`config.mk`:
```
export PLATFORM = sky130hd
export DESIGN_NAME = gray_conv_pipe
export DESIGN_NICKNAME = d
export VERILOG_FILES = /design/src/rtl/gray_conv_pipe.sv
export SDC_FILE = /design/constraint.sdc
export NUM_CORES = 1
export LEC_CHECK = 0
export ABC_CLOCK_PERIOD_IN_PS = 3600
export CORE_ASPECT_RATIO = 0.75
export CORE_UTILIZATION = 40
export DETAILED_ROUTE_END_ITERATION = 7
export DONT_BUFFER_PORTS = 1
export SYNTH_ARGS = -nofsm -noshare
export SYNTH_HDL_FRONTEND = slang
export SYNTH_SLANG_ARGS = --single-unit
```
`constraint.sdc`:
```
create_clock -name clk -period 3.6 [get_ports clk]
set_input_delay 0.36 -clock clk [delete_from_list [all_inputs] [get_ports clk]]
set_output_delay 0.36 -clock clk [all_outputs]
set_load 0.005 [all_outputs]
```
`src/rtl/gray_conv_pipe.sv`:
```
// Pipelined bidirectional Gray/binary converter; each beat selects its own direction.
// Latency: STAGES cycles from input accept to output valid; one beat per cycle.
// Backpressure: stage k advances when empty or when stage k+1 advances; in_ready
//   is stage 0's advance term (combinational from out_ready), so bubbles collapse.
//
// Ports:
//   clk, rst             rising-edge clock, asynchronous active-high reset
//   in_data/in_mode      word to convert; mode 0 = Gray->binary, 1 = binary->Gray
//   in_valid/in_ready    input handshake
//   out_data/out_mode    converted word and the mode it was converted with
//   out_valid/out_ready  output handshake
module gray_conv_pipe #(
  parameter int DATA_WIDTH = 32,
  parameter int STAGES     = 2
) (
  input  logic                  clk,
  input  logic                  rst,
  input  logic [DATA_WIDTH-1:0] in_data,
  input  logic                  in_mode,
  input  logic                  in_valid,
  output logic                  in_ready,
  output logic [DATA_WIDTH-1:0] out_data,
  output logic                  out_mode,
  output logic                  out_valid,
  input  logic                  out_ready
);

  // Bits resolved per stage, MSB-first. Trailing stages may get an empty
  // slice when DATA_WIDTH does not divide evenly; they simply pass through.
  localparam int SLICE = (DATA_WIDTH + STAGES - 1) / STAGES;

  // Resolve Gray bits hi..lo (clipped to the word) given the running parity
  // of everything above hi. Bits outside the slice are returned untouched.
  function automatic logic [DATA_WIDTH-1:0] resolve_slice(
    input logic [DATA_WIDTH-1:0] d,
    input logic                  p,
    input int                    hi,
    input int                    lo
  );
    logic [DATA_WIDTH-1:0] r;
    logic                  c;
    r = d;
    c = p;
    for (int i = DATA_WIDTH - 1; i >= 0; i--) begin
      if (i <= hi && i >= lo) begin
        c    = c ^ r[i];
        r[i] = c;
      end
    end
    return r;
  endfunction

  // Binary-to-Gray has no carry chain, so it is finished at stage 0 and the
  // result rides the remaining stages untouched to keep both modes aligned.
  logic [DATA_WIDTH-1:0] w_b2g;
  assign w_b2g = in_data ^ (in_data >> 1);

  for (genvar k = 0; k < STAGES; k++) begin : g_stg
    localparam int HI = DATA_WIDTH - 1 - k * SLICE;
    localparam int LO = DATA_WIDTH - (k + 1) * SLICE;

    logic                  r_vld;
    logic                  r_mode;
    logic [DATA_WIDTH-1:0] r_dat;

    logic                  w_src_vld;
    logic                  w_src_mode;
    logic                  w_src_par;
    logic [DATA_WIDTH-1:0] w_src_dat;
    logic [DATA_WIDTH-1:0] w_nxt_dat;
    logic                  w_adv;

    if (k == 0) begin : g_head
      assign w_src_vld  = in_valid;
      assign w_src_mode = in_mode;
      assign w_src_dat  = in_mode ? w_b2g : in_data;
      assign w_src_par  = 1'b0;
    end else begin : g_body
      assign w_src_vld  = g_stg[k-1].r_vld;
      assign w_src_mode = g_stg[k-1].r_mode;
      assign w_src_dat  = g_stg[k-1].r_dat;
      // The running parity of the upper slices equals the lowest bit the
      // previous stage resolved, so it is read back from the word instead of
      // being stored separately.
      if (HI >= 0) begin : g_par
        localparam int PAR_BIT = HI + 1;
        assign w_src_par = g_stg[k-1].r_dat[PAR_BIT];
      end else begin : g_nopar
        assign w_src_par = 1'b0;
      end
    end

    if (k == STAGES - 1) begin : g_tail_adv
      assign w_adv = !r_vld || out_ready;
    end else begin : g_mid_adv
      assign w_adv = !r_vld || g_stg[k+1].w_adv;
    end

    assign w_nxt_dat = w_src_mode ? w_src_dat
                                  : resolve_slice(w_src_dat, w_src_par, HI, LO);

    // Payload only loads when a real beat arrives, so an idle or stalled
    // stage keeps its contents stable.
    always_ff @(posedge clk or posedge rst) begin
      if (rst) begin
        r_vld  <= 1'b0;
        r_mode <= 1'b0;
        r_dat  <= '0;
      end else if (w_adv) begin
        r_vld <= w_src_vld;
        if (w_src_vld) begin
          r_mode <= w_src_mode;
          r_dat  <= w_nxt_dat;
        end
      end
    end
  end

  assign in_ready  = g_stg[0].w_adv;
  assign out_valid = g_stg[STAGES-1].r_vld;
  assign out_mode  = g_stg[STAGES-1].r_mode;
  assign out_data  = g_stg[STAGES-1].r_dat;

endmodule

```
==> impl_metrics.yaml <==
clocking:
  htree_num_levels: 3
  post_cts_buffers: 0
  cts_root_buf: "clkbuf_16"
  ctsResizeCount: 0
  path_clk_slew_ps: 50
  numCtsBuffers: 9
  clock_latency_ps: 330
  cts.sinks: 68
  cts_tree: "yes"
  cts_buffer_depth: 2
  cts_hold_buf: 0
detailed_routing:
  wire_per_inst_um: 15.7
  routed_via_density: 4.89
  postRouteAntennaNets: 0
  finalWirelength_um: 7100
  via_count: 2212
  dr.pass1.iters: 4
  remaining_drc_errors: 0
  drt_iter0_drc: 65
final_layout:
  multi_input_comb_area_mm2: 0.00175
  antenna_cells: 0
  drive_gt1_share_pct: 12.5
  regArea_mm2: 0.00170
  stdcell_count: 452
  n_fill_cell: 826
  fin_nets: 376
  utilization_pct: 45.7
  areaGrowthSynthToFinish_pct: 10.2
power:
  p_int_mw: 2.08
  leakage_nw: 1.69
  combPwrFrac_pct: 36.2
  p_sw_share_pct: 33.1
  switchingPower_mw: 1.03
  p_seq_share_pct: 38.3
  p_clk_share_pct: 25.4
  p_per_area_mw_per_mm2: 801
  peakVddDrop_v: 0.000370
global_routing:
  grt_pass1_wl_um: 11700
  grt_pass1_vias: 2264
  gr-usage-all-layers_pct: 17.3
  grt_max_degree: 51
  grt_overflow: 0
  antenna_found_initial: 0
logic_synthesis:
  synth.cell_area_mm2: 0.00352
  synth_top_cell_by_area: "dfrtp_1"
  syn_area_per_cell_um2: 10.3
  synth-seq-cells: 68
  synth-main-ff-cell: "dfrtp_1"
  yosys_warnings: 0
  syn_inst: 343
  synth_edf_count: 0
  syn_nets: 380
  ys_top_cells_by_area: "dfrtp_1, xnor2_1, xor2_1"
  synth.most_common_cell: "dfrtp_1"
  yosys.area.top_type_share_pct: 48.3
  synth_async_sr_flop_share_pct: 100
  ys_types: 26
  yosysSeqAreaShare_pct: 48.3
  ys_top_cells_by_count: "dfrtp_1, nand2_1, o21ai_0, xnor2_1, xor2_1"
setup_path:
  r2r_end: "out_data[0]"
  worstSetupPathType: "reg -> reg"
  worst_setup_path_end_kind: "flip-flop"
  rrSetupSlack_ps: 1050
  start_kind: "flip-flop"
  ff2ff_path_depth: 7
  critPathLaunch: "g_stg[0].r_dat[15]"
  worstSetupEndpoint: "out_data[0]"
  cp_max_fo: 7
  critical_path_arrival_ps: 2770
  cp.required_ps: 3810
  r2r_start: "g_stg[0].r_dat[15]"
timing:
  final-setup-viol-count: 0
  slew_viol_final: 0
  finalCriticalPeriod_ps: 2550
  hold_viol: 0
  finalCritPeriodShare_pct: 70.9
  finalClockSkew_ps: 5.19
  worstMarginPinSlew_ps: 1070
  fmax_mhz: 392
  rsz0062_at_grt: "false"
  slew_headroom_pct: 28.9
  setup_tns_ps: 0
  hold_slack_ps: 136
floorplan:
  die_w_um: 110
  core-area_mm2: 0.00849
  fp-row-count: 29
  initial_utilization_pct: 41.5
  die_h_um: 83.3
  dieArea_mm2: 0.00919
  pin_count: 72
placed_design:
  hpwl_um: 5020
  portBuffers: 0
  dp.cells: 436
  gp_congestion: 0.764
worst_hold_path:
  hp-class: "in -> reg"
run_status:
  status: "finished, final reports clean"
run:
  drv_cap: 0
## how the worst min path moves through the flow
stage | startpoint | to | slack, ps | cells after the start
after floorplan | g_stg[0].r_dat[19] | g_stg[0].r_dat[19] | 440 | 2
after global placement | g_stg[0].r_dat[27] | g_stg[0].r_dat[27] | 460 | 2
after detailed placement | in_valid | g_stg[0].r_vld | 470 | 1
after CTS | in_valid | g_stg[0].r_vld | 120 | 1
after global routing | in_valid | g_stg[0].r_vld | 140 | 1
final | in_valid | g_stg[0].r_vld | 140 | 1
## final cells by class
cell class,count,share of cell area [%]
Clock buffer,11,6.25
Clock inverter,5,0.709
Inverter,3,0.290
Multi-Input combinational cell,255,45.1
Sequential cell,68,43.8
Tap cell,108,3.48
Timing Repair Buffer,2,0.387
## per-stage QoR
step | cell area [um2] | setup slack, ps | power (mW)
after global placement | 3610 | 1130 | 2.31
final | 3880 | 1050 | 3.11
after CTS | 3880 | 1040 | 3.16
after global routing | 3880 | 884 | 3.35
after floorplan | 3520 | 1210 | 2.14
after detailed placement | 3610 | 1060 | 2.35
## flip-flops by register name, summed over array words and instances, names as in the netlist
signal / cells
g_stg.r_mode: 1
g_stg.r_dat: 32
out_data: 32
g_stg.r_vld: 1
out_valid: 1
out_mode: 1
## kinds of logic (layout without fill, tap and decap cells)
group                     count (synthesis)  in the layout  share of synthesized area, %
xor gates and xnor gates                 84             84                          23.6
AOI/OAI and AO/OA                        57             57                          8.48
muxes                                    21             21                          6.60
buffers and inverters                    20             21                          2.24
DFF                                      68             68                          48.3
and+or+nand+nor                          93             93                          10.8
## placed cells by master, fill, tap and decap left out, drive strengths merged, types with 3 or more instances in the layout
cell type  Yosys  layout
dfrtp         68      68
nand2         65      65
xnor2         47      47
o21ai         45      45
xor2          32      32
mux2          18      18
nor2          16      16
clkbuf        16      11
a21oi          7       7
nand2b         4       4
clkinv         0       4
xnor3          4       4
mux2i          3       3
nor2b          3       3
inv            3       3
## power by group through the flow
stage               Sequential (mW)  Combinational [mW]  Clock (mW)
finish                         1.19                1.13       0.791
global route                   1.23                1.28       0.847
CTS                            1.20                1.14       0.817
detailed placement             1.21                1.14           0
global placement               1.20                1.10           0
floorplan                      1.14                1.00           0
## routing by layer
metal | share of wire, % | track usage [%] | wire [um]
met5 | 0 | 0 | 0
met4 | 1.6 | 6.82 | 114
met3 | 9.4 | 8.63 | 670
met2 | 43 | 24.7 | 3050
met1 | 46 | 22.1 | 3260
## critical path: stages (launching register included)
cell and delay [ps]:
dfrtp_1 420, xnor2_2 270, xnor3_2 450, xor3_2 530, xnor2_2 230, xnor2_1 150, a21boi_0 110, o31a_1 280
(Power assumes the default switching activity.)
